### config.mk
export PLATFORM = sky130hd
export DESIGN_NAME = bram_port_arbiter_flat
export DESIGN_NICKNAME = d
export VERILOG_FILES = /design/src/rtl/bram_port_arbiter_if.sv /design/src/rtl/bram_port_arbiter.sv /design/src/flat_wrapper.sv
export SDC_FILE = /design/constraint.sdc
export NUM_CORES = 1
export LEC_CHECK = 0
export ABC_AREA = 1
export BUFFER_PORTS_ARGS = -buffer_cell sky130_fd_sc_hd__buf_4
export CAP_MARGIN = 20
export CORE_MARGIN = 2
export CORE_UTILIZATION = 35
export CTS_CLUSTER_DIAMETER = 80
export DETAILED_ROUTE_END_ITERATION = 8
export MAX_ROUTING_LAYER = met4
export PLACE_DENSITY = 0.66
export SLEW_MARGIN = 10
export SYNTH_ARGS = -nofsm -noshare
export SYNTH_HDL_FRONTEND = slang
export SYNTH_SLANG_ARGS = --single-unit
### constraint.sdc
create_clock -name clka -period 2.2 [get_ports clka]
set_clock_uncertainty 0.05 [all_clocks]
set_input_delay 0.11 -clock clka [delete_from_list [all_inputs] [get_ports clka]]
set_output_delay 0.11 -clock clka [all_outputs]
set_load 0.03 [all_outputs]
### src/rtl/bram_port_arbiter_if.sv
// Requester-side bus of bram_port_arbiter: per-requester command valid/ready
// with packed payloads, plus the one-hot read-response pulse and shared data.
interface bram_port_arbiter_if #(
  parameter int NREQ = 2,
  parameter int DW   = 32,
  parameter int AW   = 10
);
  logic [NREQ-1:0]    req_valid;
  logic [NREQ-1:0]    req_ready;
  logic [NREQ-1:0]    req_we;
  logic [NREQ*AW-1:0] req_addr;
  logic [NREQ*DW-1:0] req_wdata;
  logic [NREQ-1:0]    rsp_valid;
  logic [DW-1:0]      rsp_rdata;

  modport master (
    output req_valid, req_we, req_addr, req_wdata,
    input  req_ready, rsp_valid, rsp_rdata
  );

  modport slave (
    input  req_valid, req_we, req_addr, req_wdata,
    output req_ready, rsp_valid, rsp_rdata
  );
endinterface

### src/rtl/bram_port_arbiter.sv
// Round-robin arbiter sharing one BRAM port among NREQ requesters; read data returns in issue order.
// Optional feature: define BRAM_ARB_WRACK_EN to also pulse rsp_valid for every accepted write.
module bram_port_arbiter #(
  parameter int NREQ   = 2,
  parameter int DW     = 32,
  parameter int DEPTH  = 1024,
  parameter int RD_LAT = 2
) (
  input  logic                     clka,
  input  logic                     rstb,
  bram_port_arbiter_if.slave       bus,
  output logic                     ram_en,
  output logic                     ram_we,
  output logic [$clog2(DEPTH)-1:0] ram_addr,
  output logic [DW-1:0]            ram_din,
  input  logic [DW-1:0]            ram_dout,
  output logic                     ram_regce,
  output logic                     ram_rst
);
  localparam int AW  = $clog2(DEPTH);
  localparam int IDW = (NREQ > 1) ? $clog2(NREQ) : 1;

  logic [IDW-1:0]  rr_ptr;
  logic [IDW-1:0]  grant_id;
  logic [IDW-1:0]  idx;
  logic            grant_any;
  logic [NREQ-1:0] grant;
  logic            accept;
  logic [IDW-1:0]  ram_id;

  logic [RD_LAT-1:0] tag_vld;
  logic [RD_LAT-1:0] tag_rd;
  logic [IDW-1:0]    tag_id [RD_LAT];
  logic              push_vld;
  logic              push_rd;

  logic [NREQ-1:0] rsp_valid_q;
  logic [DW-1:0]   rsp_rdata_q;

  function automatic int wrap(input int v);
    return (v >= NREQ) ? v - NREQ : v;
  endfunction

  // Search from rr_ptr upward; scanning high-to-low offsets lets the lowest offset win.
  always_comb begin
    grant_any = 1'b0;
    grant_id  = '0;
    idx       = '0;
    for (int k = NREQ - 1; k >= 0; k--) begin
      idx = IDW'(wrap(int'(rr_ptr) + k));
      if (bus.req_valid[idx]) begin
        grant_any = 1'b1;
        grant_id  = idx;
      end
    end
    grant = '0;
    if (grant_any && !rstb)
      grant[grant_id] = 1'b1;
  end

  assign accept        = grant_any & ~rstb;
  assign bus.req_ready = grant;

  always_ff @(posedge clka) begin
    if (rstb) begin
      rr_ptr   <= '0;
      ram_en   <= 1'b0;
      ram_we   <= 1'b0;
      ram_addr <= '0;
      ram_din  <= '0;
      ram_id   <= '0;
    end else begin
      ram_en <= accept;
      if (accept) begin
        rr_ptr   <= (int'(grant_id) == NREQ - 1) ? '0 : grant_id + IDW'(1);
        ram_we   <= bus.req_we[grant_id];
        ram_addr <= bus.req_addr[int'(grant_id) * AW +: AW];
        ram_din  <= bus.req_wdata[int'(grant_id) * DW +: DW];
        ram_id   <= grant_id;
      end
    end
  end

  assign push_rd = ram_en & ~ram_we;
`ifdef BRAM_ARB_WRACK_EN
  assign push_vld = ram_en;
`else
  assign push_vld = push_rd;
`endif

  // Tag shift register tracks which requester owns the data emerging from the RAM.
  always_ff @(posedge clka) begin
    if (rstb) begin
      tag_vld <= '0;
      tag_rd  <= '0;
      for (int i = 0; i < RD_LAT; i++)
        tag_id[i] <= '0;
    end else begin
      tag_vld[0] <= push_vld;
      tag_rd[0]  <= push_rd;
      tag_id[0]  <= ram_id;
      for (int i = 1; i < RD_LAT; i++) begin
        tag_vld[i] <= tag_vld[i-1];
        tag_rd[i]  <= tag_rd[i-1];
        tag_id[i]  <= tag_id[i-1];
      end
    end
  end

  always_ff @(posedge clka) begin
    if (rstb) begin
      rsp_valid_q <= '0;
      rsp_rdata_q <= '0;
    end else begin
      rsp_valid_q <= '0;
      if (tag_vld[RD_LAT-1])
        rsp_valid_q[tag_id[RD_LAT-1]] <= 1'b1;
      if (tag_vld[RD_LAT-1] && tag_rd[RD_LAT-1])
        rsp_rdata_q <= ram_dout;
    end
  end

  assign bus.rsp_valid = rsp_valid_q;
  assign bus.rsp_rdata = rsp_rdata_q;
  assign ram_regce     = 1'b1;
  assign ram_rst       = rstb;

  // Structural guarantees the requesters rely on.
  ready_onehot0: assert property (@(posedge clka) $onehot0(bus.req_ready));
  rsp_onehot0:   assert property (@(posedge clka) $onehot0(bus.rsp_valid));
endmodule

### src/flat_wrapper.sv
// flat-port wrapper written by rule: the top's interface ports become plain ports
module bram_port_arbiter_flat 
#(
  parameter int NREQ   = 2,
  parameter int DW     = 32,
  parameter int DEPTH  = 1024,
  parameter int RD_LAT = 2
)
  (clka, rstb, ram_en, ram_we, ram_addr, ram_din, ram_dout, ram_regce, ram_rst, bus_req_valid, bus_req_we, bus_req_addr, bus_req_wdata, bus_req_ready, bus_rsp_valid, bus_rsp_rdata);
  bram_port_arbiter_if #(.NREQ(NREQ), .DW(DW), .AW((10))) bus_i ();
  input  logic clka;
  input  logic rstb;
  output logic ram_en;
  output logic ram_we;
  output logic [$clog2(DEPTH)-1:0] ram_addr;
  output logic [DW-1:0] ram_din;
  input  logic [DW-1:0] ram_dout;
  output logic ram_regce;
  output logic ram_rst;
  input wire logic [$bits(bus_i.req_valid)-1:0] bus_req_valid;
  input wire logic [$bits(bus_i.req_we)-1:0] bus_req_we;
  input wire logic [$bits(bus_i.req_addr)-1:0] bus_req_addr;
  input wire logic [$bits(bus_i.req_wdata)-1:0] bus_req_wdata;
  output wire logic [$bits(bus_i.req_ready)-1:0] bus_req_ready;
  output wire logic [$bits(bus_i.rsp_valid)-1:0] bus_rsp_valid;
  output wire logic [$bits(bus_i.rsp_rdata)-1:0] bus_rsp_rdata;
  assign bus_i.req_valid = bus_req_valid;
  assign bus_i.req_we = bus_req_we;
  assign bus_i.req_addr = bus_req_addr;
  assign bus_i.req_wdata = bus_req_wdata;
  assign bus_req_ready = bus_i.req_ready;
  assign bus_rsp_valid = bus_i.rsp_valid;
  assign bus_rsp_rdata = bus_i.rsp_rdata;
  bram_port_arbiter #(.NREQ(NREQ), .DW(DW), .DEPTH(DEPTH), .RD_LAT(RD_LAT)) u_core (.clka(clka), .rstb(rstb), .bus(bus_i), .ram_en(ram_en), .ram_we(ram_we), .ram_addr(ram_addr), .ram_din(ram_din), .ram_dout(ram_dout), .ram_regce(ram_regce), .ram_rst(ram_rst));
endmodule
# Word level (Yosys, flattened, before mapping)
# Memory sizes are Yosys's and may differ from the RTL's.
# Index checks and enable logic that the tools add are counted.
op_classes:
  add_sub_neg: 4
  multipliers: 1
  div: 0
  n_lt_le_gt_ge: 8
  n_eq_ne: 0
  shift: 2
  n_mux: 23
  bitwise_logic: 7
  reduce_logical: 6
op_table:
  columns: ["cell", "n"]
  rows:
  - ["indexed part select 64 x 7 -> 32 bit", 1]
  - ["indexed part select 20 x 32 -> 10 bit", 1]
  - ["2-to-1 mux 1 bit", 20]
  - ["< comparator 1 x 2 -> 1 bit (second input constant)", 4]
  - ["logical AND 1 bit", 4]
  - ["multiplier 1 x 3 -> 4 bit (second input constant)", 1]
  - ["NOT 1 bit", 3]
  - ["adder 1 x 1 -> 2 bit (second input constant)", 1]
  - ["AND 1 bit", 2]
  - ["demux 1 bit (select 1 bit)", 2]
  - [">= comparator 1 bit (second input constant)", 2]
  - [">= comparator 1 x 2 -> 1 bit (second input constant)", 1]
  - [">= comparator 2 bit (second input constant)", 1]
  - ["2-to-1 mux 2 bit", 1]
  - ["OR 1 bit", 2]
  - ["OR reduction 2 bit", 1]
  - ["subtractor 1 bit (second input constant)", 2]
  - ["adder 1 bit (second input constant)", 1]
  - ["logical NOT 1 bit", 1]
word_totals:
  reg_bits: 84
  latch_bits: 0
  mem_bits_rw: 2
  romBits: 0
  in_bits: 122
  output_inout_bits: 82
  wordCells: 62
  memories: 1
mem_list:
  columns: ["name", "words", "width", "read_ports", "rd_clocked_by_memory_dff", "write_ports", "line", "text"]
  rows:
  - ["u_core.tag_id", 2, 1, 2, 0, 2, "bram_port_arbiter.sv:33", "logic [IDW-1:0] tag_id [RD_LAT];"]

# Depth between registers and ports, before layout
# Gate-level depths: netlist (run 1).
depth:
  word_depth: 12
  ltp_mapped: 10
  ltp_nobuf: 7

# Least setup slack after synthesis (run 1)
# Ideal clock, no wire load.
synth_timing:
  path_kind: "reg-to-output"
  from: "register u_core.rr_ptr"
  to: "output bus_req_ready[1]"
  arrival_ns: 1.076
  t_required_ns: 2.040
  slack_ns: 0.964
  path_stages_with_launch: 6
  path_buffers: 1
  cell_sequence: "dfxtp_1 > inv_1 > nand2_2 > clkbuf_1 > nand3_1 > inv_1"
synth_between:
  elab_chain_cells: 12
  elab_cells_between_ends: 22
  cone_classes: "3 x add/sub; 4 x order compare; 13 x mux; 2 x reduce/logical"
synth_rtl:
  columns: ["item", "line", "text"]
  rows:
  - ["start: declaration", "bram_port_arbiter.sv:23", "logic [IDW-1:0] rr_ptr;"]
  - ["start signal: assignment", "bram_port_arbiter.sv:75", "rr_ptr <= (int'(grant_id) == NREQ - 1) ? '0 : grant_id + IDW'(1);"]
  - ["adder 1 x 1 -> 2 bit", "bram_port_arbiter.sv:50", "idx = IDW'(wrap(int'(rr_ptr) + k));"]
  - [">= comparator 2 bit / subtractor 1 bit (equally long branches)", "bram_port_arbiter.sv:41", "return (v >= NREQ) ? v - NREQ : v;"]
  - ["2-to-1 mux 1 bit", "bram_port_arbiter.sv:41", null]
  - ["2-to-1 mux 1 bit (implied by the code) (2 in a row)", "bram_port_arbiter.sv:51", "if (bus.req_valid[idx]) begin"]
  - ["2-to-1 mux 1 bit (2 in a row)", "bram_port_arbiter.sv:51", null]
  - ["< comparator 1 x 2 -> 1 bit (implied by the code) / >= comparator 1 bit (equally long branches)", "bram_port_arbiter.sv:58", "grant[grant_id] = 1'b1;"]
  - ["logical AND 1 bit (implied by the code)", "bram_port_arbiter.sv:58", null]
  - ["2-to-1 mux 1 bit (implied by the code)", "bram_port_arbiter.sv:58", null]
  - ["demux 1 bit (select 1 bit)", null, null]
  - ["2-to-1 mux 2 bit *", "bram_port_arbiter.sv:57", "if (grant_any && !rstb)"]
  - ["end: declaration", "flat_wrapper.sv:24", "output wire logic [$bits(bus_i.req_ready)-1:0] bus_req_ready;"]
# Every way passes the cells marked *; elsewhere a longest branch is shown, timed or not. The select of a mux whose other input is x is not followed.

# Final worst setup path (run 1)
layout_timing:
  from: "register u_core.rr_ptr"
  to: "register u_core.ram_din[4]"
layout_between:
  elab_chain_cells: 8
  elab_cells_between_ends: 17
  cone_classes: "3 x add/sub; 2 x order compare; 1 x shift; 10 x mux; 1 x bitwise"
layout_rtl:
  columns: ["item", "line", "text"]
  rows:
  - ["adder 1 x 1 -> 2 bit", "bram_port_arbiter.sv:50", null]
  - [">= comparator 2 bit / subtractor 1 bit (equally long branches)", "bram_port_arbiter.sv:41", null]
  - ["2-to-1 mux 1 bit", "bram_port_arbiter.sv:41", null]
  - ["2-to-1 mux 1 bit (implied by the code) (2 in a row)", "bram_port_arbiter.sv:51", null]
  - ["2-to-1 mux 1 bit (2 in a row)", "bram_port_arbiter.sv:51", null]
  - ["indexed part select 64 x 7 -> 32 bit / AND 1 bit (equally long branches)", "bram_port_arbiter.sv:78, bram_port_arbiter.sv:61", null]
  - ["end signal: assignment", "bram_port_arbiter.sv:78", "ram_din <= bus.req_wdata[int'(grant_id) * DW +: DW];"]
  - ["end: declaration", "bram_port_arbiter.sv:15", "output logic [DW-1:0] ram_din,"]
# Parallel ways exist; a longest one is shown, timed or not. The select of a mux whose other input is x is not followed.
# A chain may end at the register's enable or synchronous reset.

==> flow_summary_export.csv, run 1 <==
group,metric,value,unit
synth,synth_ff_type,"dfxtp_1",
critical_path,end_kind,"flop",
synth,synth_area_per_cell,6.75,µm²
clocking,cts-hold-fix-buffers,38,
critical_path,cp_common_cell,"inv_1",
synth,synth_xor_area_share,0,%
synth,ys_ff_latch,84,
drt,num_vias,4161,
timing,tns,0,ns
timing,rsz0062_at_grt,"no",
critical_path,critPathSlowestCell,"dlygate4sd3_1",
power,power.density,651,nW/µm²
synth,syn_nets,661,
synth,synth_fa_ha_area_share,0,%
global_routing,grt_pass1_vias,4049,
drt,drt-initial-drc-count,233,
finish,fillers,942,
timing,drv_slew,0,
worst_hold_path,hp-class,"in2reg",
floorplan,design.core.area,10200,µm²
timing,setup_viol,0,
drt,wl,12400,µm
critical_path,path_max_fanout,44,
finish,area_growth,60.1,%
synth,synth_compound_area_share,5.30,%
critical_path,critPathLaunchType,"flop",
critical_path,slowest_delay,0.55,ns
drt,drc,0,
job,drv_cap,0,
synth,async_reset_ff_share,0,%
global_routing,grt.overflow.total,0,
place,globalplace.congestion,0.875,
clocking,cts_max_path_buffers,2,
clocking,clkTransAtPathRegs,0.09,ns
place,dpl_worst_slack,0.513,ns
finish,drive_above_1_share,30.7,%
synth,synth_top_area_share,46.2,%
floorplan,die_w,106,µm
clocking,cts_setup_buffers,0,
synth,yosys_warnings,0,
drt,firstDrtPassIters,5,
floorplan,die_area,11200,µm²
global_routing,track_usage,22.5,%
synth,synth.most_common_cell,"nor2_1",
synth,synth_top_family_by_area,"simple AND/OR/NAND/NOR gates",
run_status,run_status,"finished, final reports clean",
floorplan,ios,204,
timing,post-route-min-period,1.86,ns
finish,diodes,0,
timing,final.setup.worst_slack,0.336,ns
synth,synth_cells,539,
finish,fin_nets,885,
power,leakage,3.13,nW
floorplan,row_count,37,
synth,synth_edf_count,0,
timing,slew_headroom,64.9,%
timing,fmax,537,MHz
synth,ys_top_cells_by_area,"dfxtp_1 (46%), nor2_1 (18%), nand2_1 (9.2%)",
synth,synthDistinctLibCells,22,
drt,antenna_left,0,
drt,wire_per_inst,13.7,µm
synth,seq_area_frac_synth,46.2,%
timing,tightest_slew,0.526,ns
finish,finish.instance_area,5820,µm²
synth,netlist_area,3640,µm²
power,total_power,3.79,mW
clocking,clk_latency,0.35,ns
drt,routed_via_density,4.60,
global_routing,antenna_found_initial,0,
floorplan,dieHeight,106,µm
clocking,cts_sinks,84,
place,dp_hpwl,8270,µm
place,io_buffers,202,
synth,yosys.area_share.simple,37.6,%
synth,muxShareOfSynthArea,0,%
critical_path,critical_path.cell_chain,"inv_1, nand2_2, buf_4, nand3_1, nand2_1, inv_1, a21oi_1, dlygate4sd3_1",
critical_path,reg2regPathDepth,8,
synth,yosysTopAreaCell,"dfxtp_1",
synth,synth.top_cells.by_count,"nor2_1 (175), nand2_1 (89), dfxtp_1 (84), inv_1 (51), o21ai_0 (33)",
clocking,cts.repair.resized,0,
critical_path,required,2.45,ns
place,place_area,5220,µm²
clocking,cts_buffers,9,
clocking,clock-root-buffer,"clkbuf_8",
power,ir_drop,0.319,mV
global_routing,grt_max_degree,47,
timing,hold_ws,0.0165,ns
critical_path,cp.arrival,2.11,ns
clocking,htreeDepth,3,
global_routing,grt_first_pass_wirelength,19600,µm
clocking,tritoncts,"yes",
critical_path,crit_type,"reg2reg",
timing,hold_violations,0,
worst_hold_path,hold_depth,2,
timing,period_share,84.7,%
floorplan,initial_core_util,35.7,%
[routing by layer]
layer | track usage (%) | vias up | routed length, µm
met5 | - | - | 0
met4 | 6.86 | 0 | 178
met3 | 5.27 | 14 | 992
met2 | 37.3 | 200 | 5900
met1 | 27.3 | 1838 | 5330
li1 | - | 2109 | -
[where the power goes]
group          internal, mW  leakage [nW]  switching [mW]  total (mW)
clock network         0.648         0.110           0.586        1.23
registers              1.61         0.689          0.0507        1.66
logic                 0.395          2.33           0.497       0.892
[path summary, 6_finish.rpt]
| kind | start | endpoint | slack [ns] |
|---|---|---|---|
| worst max-delay path | u_core.rr_ptr | u_core.ram_din[4] | 0.34 |
| worst min-delay path | rstb | u_core.ram_din[21] | 0.02 |
| worst min register to register | u_core.tag_rd[0] | u_core.tag_vld[1] | 0.37 |
| worst max register to register | u_core.rr_ptr | u_core.ram_din[4] | 0.34 |
[worst max-delay path: cells and delay by family, from the launching register on]
kind | cells | cell delay [ns]
compound gates | 1 | 0.11
buf+inv | 4 | 1.03
flops | 1 | 0.32
simple gates | 3 | 0.28
[cells in the final DEF, fill, tap and decap left out, types with 3 or more instances in the layout]
master and n:
dfxtp_1 84, nor2_1 175, nand3_1 23, nand2_1 89, a21oi_1 4, nand4_1 31
clkbuf_8 9, dlygate4sd3_1 38, o21ai_0 33, nand2_2 3, buf_4 211, inv_1 51
[stage by stage]
step | utilization [%] | std cells
2_1_floorplan | - | 539
3_3_place_gp | 51.2 | 850
3_5_place_dp | 51.2 | 850
4_1_cts | 57.2 | 904
5_1_grt | 57.2 | 904
6_report | 57.2 | 904
[area by class of cell]
class | instances | area, µm² | area share (%)
repair buffers | 250 | 1980 | 34.1
flip-flops and latches | 84 | 1680 | 28.9
multi-input cells | 365 | 1560 | 26.9
inverters | 53 | 199 | 3.42
well taps | 136 | 170 | 2.92
clock buffers | 9 | 124 | 2.13
clock inverters | 7 | 98.8 | 1.70
[registers in the layout (all words and copies together), names as in the netlist]
| signal | flops |
|---|---|
| u_core.rr_ptr | 1 |
| u_core.ram_en | 1 |
| u_core.tag_id | 2 |
| u_core.ram_id | 1 |
| u_core.bus.rsp_valid | 2 |
| u_core.tag_rd | 1 |
| u_core.ram_addr | 10 |
| u_core.tag_vld | 1 |
| u_core.ram_we | 1 |
| u_core.bus.rsp_rdata | 32 |
| u_core.ram_din | 32 |
[cells by family (layout without fill, tap and decap cells)]
family | Yosys count | in the layout
flip-flops | 84 | 84
AND/OR/NAND/NOR | 326 | 326
buffers and inverters | 90 | 319
other | 1 | 1
AO/OA/AOI/OAI | 38 | 38
No activity file was read; power rests on OpenSTA's default activity.
==> run 2, diff against run 1 <==
Settings changed: PLACE_DENSITY 0.66 to 0.68.
Clock period 2.2 ns to 1.7 ns, I/O delays scaled along.
==> run 2 against run 1 <==
Combinational power up 35%; non-clock buffer count up 4; global-route usage down 0.54 points; final cell count up 0.44%; die area unchanged; sequential power up 30%; wire length up 2.5%; clock power up 11%; final area up 1.2%; count of clock-buffer cells in the layout up 4; critical path type is now in2out.
==> flow_summary_export.csv, run 2 (synthesized netlist as in run 1, its figures left out) <==
group,metric,value,unit
timing,hold_violations,0,
timing,drv_slew,0,
clocking,tritoncts,"yes",
critical_path,critPathLaunchType,"input port",
clocking,clock-root-buffer,"clkbuf_8",
finish,fin_util,57.9,%
critical_path,reg2regPathDepth,8,
finish,drive_above_1_share,30.7,%
floorplan,dieHeight,106,µm
clocking,htreeDepth,3,
finish,final_common_cell,"buf_4",
floorplan,die_w,106,µm
critical_path,end_kind,"output pin",
clocking,clk_latency,0.35,ns
finish,fin_nets,889,
floorplan,initial_core_util,35.7,%
power,ir_drop,0.394,mV
drt,drc,0,
floorplan,ios,204,
power,leakage,3.16,nW
global_routing,grt_max_degree,47,
floorplan,row_count,37,
place,place_area,5240,µm²
drt,firstDrtPassIters,5,
drt,num_vias,4221,
drt,routed_via_density,4.65,
global_routing,grt_pass1_vias,3941,
timing,fmax,629,MHz
clocking,cts_setup_buffers,0,
run_status,run_status,"finished, final reports clean",
global_routing,antenna_found_initial,0,
global_routing,grt_first_pass_wirelength,19100,µm
global_routing,grt.overflow.total,0,
worst_hold_path,hold_depth,5,
timing,setup_viol,0,
worst_hold_path,hp-class,"in2reg",
clocking,cts_buffers,9,
critical_path,cp.arrival,1.45,ns
timing,period_share,93.4,%
clocking,cts_sinks,84,
critical_path,required,1.56,ns
place,dp_hpwl,8150,µm
finish,final_cell_mix,"buf_4 (209), nor2_1 (175), nand2_1 (89), dfxtp_1 (84), inv_1 (51)",
job,drv_cap,0,
clocking,clkTransAtPathRegs,0.08,ns
timing,rsz0062_at_grt,"no",
finish,diodes,0,
drt,drt-initial-drc-count,333,
drt,antenna_left,0,
timing,post-route-min-period,1.59,ns
place,io_buffers,202,
drt,wire_per_inst,14.0,µm
finish,area_growth,62.1,%
place,globalplace.congestion,0.870,
critical_path,path_max_fanout,43,
floorplan,die_area,11200,µm²
clocking,cts_max_path_buffers,2,
floorplan,design.core.area,10200,µm²
finish,finish.instance_area,5890,µm²
drt,wl,12700,µm
global_routing,track_usage,21.9,%
timing,tns,0,ns
critical_path,crit_type,"in2out",
power,power.density,799,nW/µm²
critical_path,reg2reg_slack,0.41,ns
timing,hold_ws,0.0194,ns
[run 2: changes by cell type in the layout (fill, tap and decap cells not counted), sizes merged]
cell	previous run	this run
clkinvlp	1	2
inv	55	53
clkinv	2	1
dlygate4sd3	38	40
clkbuf	9	15
bufinv	2	0
[run 2: layout make-up]
cell class	instances	area, µm²
timing repair buffer	254	2080
clock buffer	13	169
fill	906	4290
inverter	53	199
multi-input combinational	365	1570
clock inverter	3	20.0
sequential	84	1680
tap	136	170
[run 2: worst max-delay path, stage by stage]
cell	delay, ns
dlygate4sd3_1	0.52
buf_4	0.17
buf_4	0.43
buf_4	0.25
[run 2: timing repair]
action                                  4_1_cts  5_1_grt
hold buffers                                 40        0
endpoints found under the hold margin        42        0
endpoints found under the setup margin        0        1
resized for setup                             0        2
[run 2: report_power, final]
group,leakage (nW),switching [mW],internal (mW)
clock network,0.0917,0.712,0.650
logic,2.38,0.658,0.540
registers,0.689,0.0643,2.09
[run 2: through the flow]
step | cells | power (mW) | worst slack, ns
4_1_cts | 906 | 4.73 | 0.0737
3_5_place_dp | 850 | 3.28 | 0.373
2_1_floorplan | 539 | 2.78 | 0.489
3_3_place_gp | 850 | 3.27 | 0.419
5_1_grt | 908 | 4.95 | 0.0158
6_report | 908 | 4.71 | 0.111
[run 2: worst paths after layout]
path | from | endpoint
min reg2reg | u_core.tag_id[0][0] | u_core.tag_id[0][1]
min | bus_req_wdata[28] | u_core.ram_din[28]
max | rstb | ram_rst
max reg2reg | u_core.rr_ptr | u_core.ram_addr[1]
[run 2: layer usage]
layer  part of all wire (%)  global-route usage, %  vias to the layer above
li1                       -                      -                     2114
met1                     43                   26.9                     1884
met2                     47                   34.8                      210
met3                    9.0                   6.44                       13
met4                    1.4                   7.05                        0
met5                      0                      -                        -
==> run 3, diff against run 2 <==
Settings changed: CTS_BUF_LIST set to sky130_fd_sc_hd__clkbuf_8 sky130_fd_sc_hd__clkbuf_16, CTS_CLUSTER_DIAMETER 80 to 40, PLACE_DENSITY 0.68 to 0.66.
Clock period 1.7 ns to 1.8 ns, I/O delays scaled along.
==> run 3 against run 2 <==
Largest power group unchanged; worst hold slack improved by 0.0074 ns; sequential share of layout area up 0.39 points; utilization down 0.79 points.
==> flow_summary_export.csv, run 3 (synthesized netlist as in run 1, its figures left out) <==
group,metric,value,unit
power,p_clk_share,32.1,%
timing,setup_viol,0,
global_routing,track_usage,22.4,%
finish,instances_no_fill,902,
worst_hold_path,hp-class,"in2reg",
place,placedCellCount,851,
place,io_buffers,202,
power,p_switching,1.34,mW
drt,firstDrtPassIters,4,
job,drv_cap,0,
clocking,cts_max_path_buffers,2,
clocking,clk_latency,0.34,ns
clocking,tritoncts,"yes",
drt,wl,12400,µm
power,netSwitchingFraction,29.1,%
critical_path,path_max_fanout,38,
clocking,clock-root-buffer,"clkbuf_8",
power,power_frac_seq,44.2,%
clocking,cts_sinks,84,
drt,antenna_left,0,
drt,drt-initial-drc-count,236,
critical_path,end_kind,"output pin",
floorplan,die_w,106,µm
drt,num_vias,4148,
finish,area_growth,59.9,%
place,dp_hpwl,8140,µm
timing,fmax,625,MHz
critical_path,crit_type,"reg2out",
global_routing,grt_first_pass_wirelength,19800,µm
floorplan,die_area,11200,µm²
timing,rsz0062_at_grt,"no",
finish,drive_above_1_share,30.7,%
global_routing,grt_pass1_vias,4091,
finish,fin_nets,885,
power,combPwrFrac,23.7,%
global_routing,grt.overflow.total,0,
power,power.density,791,nW/µm²
floorplan,dieHeight,106,µm
global_routing,grt_max_degree,44,
place,globalplace.congestion,0.852,
power,leakage,3.12,nW
timing,period_share,88.8,%
critical_path,critPathLaunchType,"flop",
timing,drv_slew,0,
floorplan,row_count,37,
drt,wire_per_inst,13.8,µm
floorplan,initial_core_util,35.7,%
timing,hold_violations,0,
finish,diodes,0,
clocking,clkTransAtPathRegs,0.09,ns
drt,routed_via_density,4.60,
floorplan,design.core.area,10200,µm²
critical_path,cp.arrival,1.46,ns
finish,final_cell_mix,"buf_4 (211), nor2_1 (175), nand2_1 (89), dfxtp_1 (84), inv_1 (51)",
critical_path,required,1.66,ns
power,intPower,3.26,mW
power,ir_drop,0.469,mV
timing,post-route-min-period,1.60,ns
drt,drc,0,
critical_path,reg2reg_slack,0.53,ns
run_status,run_status,"finished, final reports clean",
clocking,htreeDepth,3,
global_routing,antenna_found_initial,0,
floorplan,ios,204,
timing,tns,0,ns
clocking,cts_buffers,9,
finish,final_common_cell,"buf_4",
==> run 3: through the flow <==
step	worst slack (ns)	hold slack [ns]	utilization, %	total power [mW]	cell area [µm²]
floorplan	0.584	0.175	-	2.63	3640
global placement	0.476	0.261	51.3	3.09	5230
detailed placement	0.447	0.267	51.3	3.10	5230
CTS	0.114	0.00945	57.0	4.64	5810
global route	0.0854	0.0370	57.1	4.81	5810
finish	0.201	0.0268	57.1	4.60	5810
==> run 3: routing by layer <==
| metal | GRT usage [%] | vias up | wire length (µm) |
|---|---|---|---|
| li1 | - | 2108 | - |
| met1 | 27.7 | 1817 | 5430 |
| met2 | 36.3 | 201 | 5730 |
| met3 | 4.84 | 22 | 1000 |
| met4 | 8.36 | 0 | 258 |
| met5 | - | - | 0 |
==> run 3: path summary, 6_finish.rpt <==
kind / start / endpoint / cells after the start
max: u_core.rr_ptr / bus_req_ready[0] / 7
min: bus_req_wdata[21] / u_core.ram_din[21] / 5
max reg2reg: u_core.rr_ptr / u_core.ram_din[0] / 8
min reg2reg: u_core.tag_rd[0] / u_core.tag_vld[1] / 2
==> run 3: cell type report <==
cell class	count	area (µm²)
fill	944	4370
timing repair buffer	250	1990
sequential	84	1680
multi-input combinational	365	1560
inverter	53	199
tap	136	170
clock buffer	10	138
clock inverter	4	75.1
==> run 3: repair_timing <==
| action | 4_1_cts | 5_1_grt |
|---|---|---|
| resized for setup | 0 | 1 |
| hold buffers | 37 | 0 |
| setup buffers | 0 | 0 |
| endpoints found under the setup margin | 0 | 1 |
| endpoints found under the hold margin | 37 | 0 |
==> run 3: power groups by stage <==
stage / clock network (mW) / logic [mW] / registers [mW]
3_3_place_gp: 0 / 1.02 / 2.07
4_1_cts: 1.52 / 1.09 / 2.03
5_1_grt: 1.58 / 1.19 / 2.04
3_5_place_dp: 0 / 1.02 / 2.07
6_report: 1.48 / 1.09 / 2.03
2_1_floorplan: 0 / 0.356 / 2.27
==> run 3: critical path, cell delays in order, from the launching register on <==
cell and delay [ns]:
dfxtp_1 0.32, inv_1 0.06, nand2_2 0.11, nand2_4 0.10, nand2_2 0.10, buf_12 0.20, inv_1 0.06, buf_4 0.16
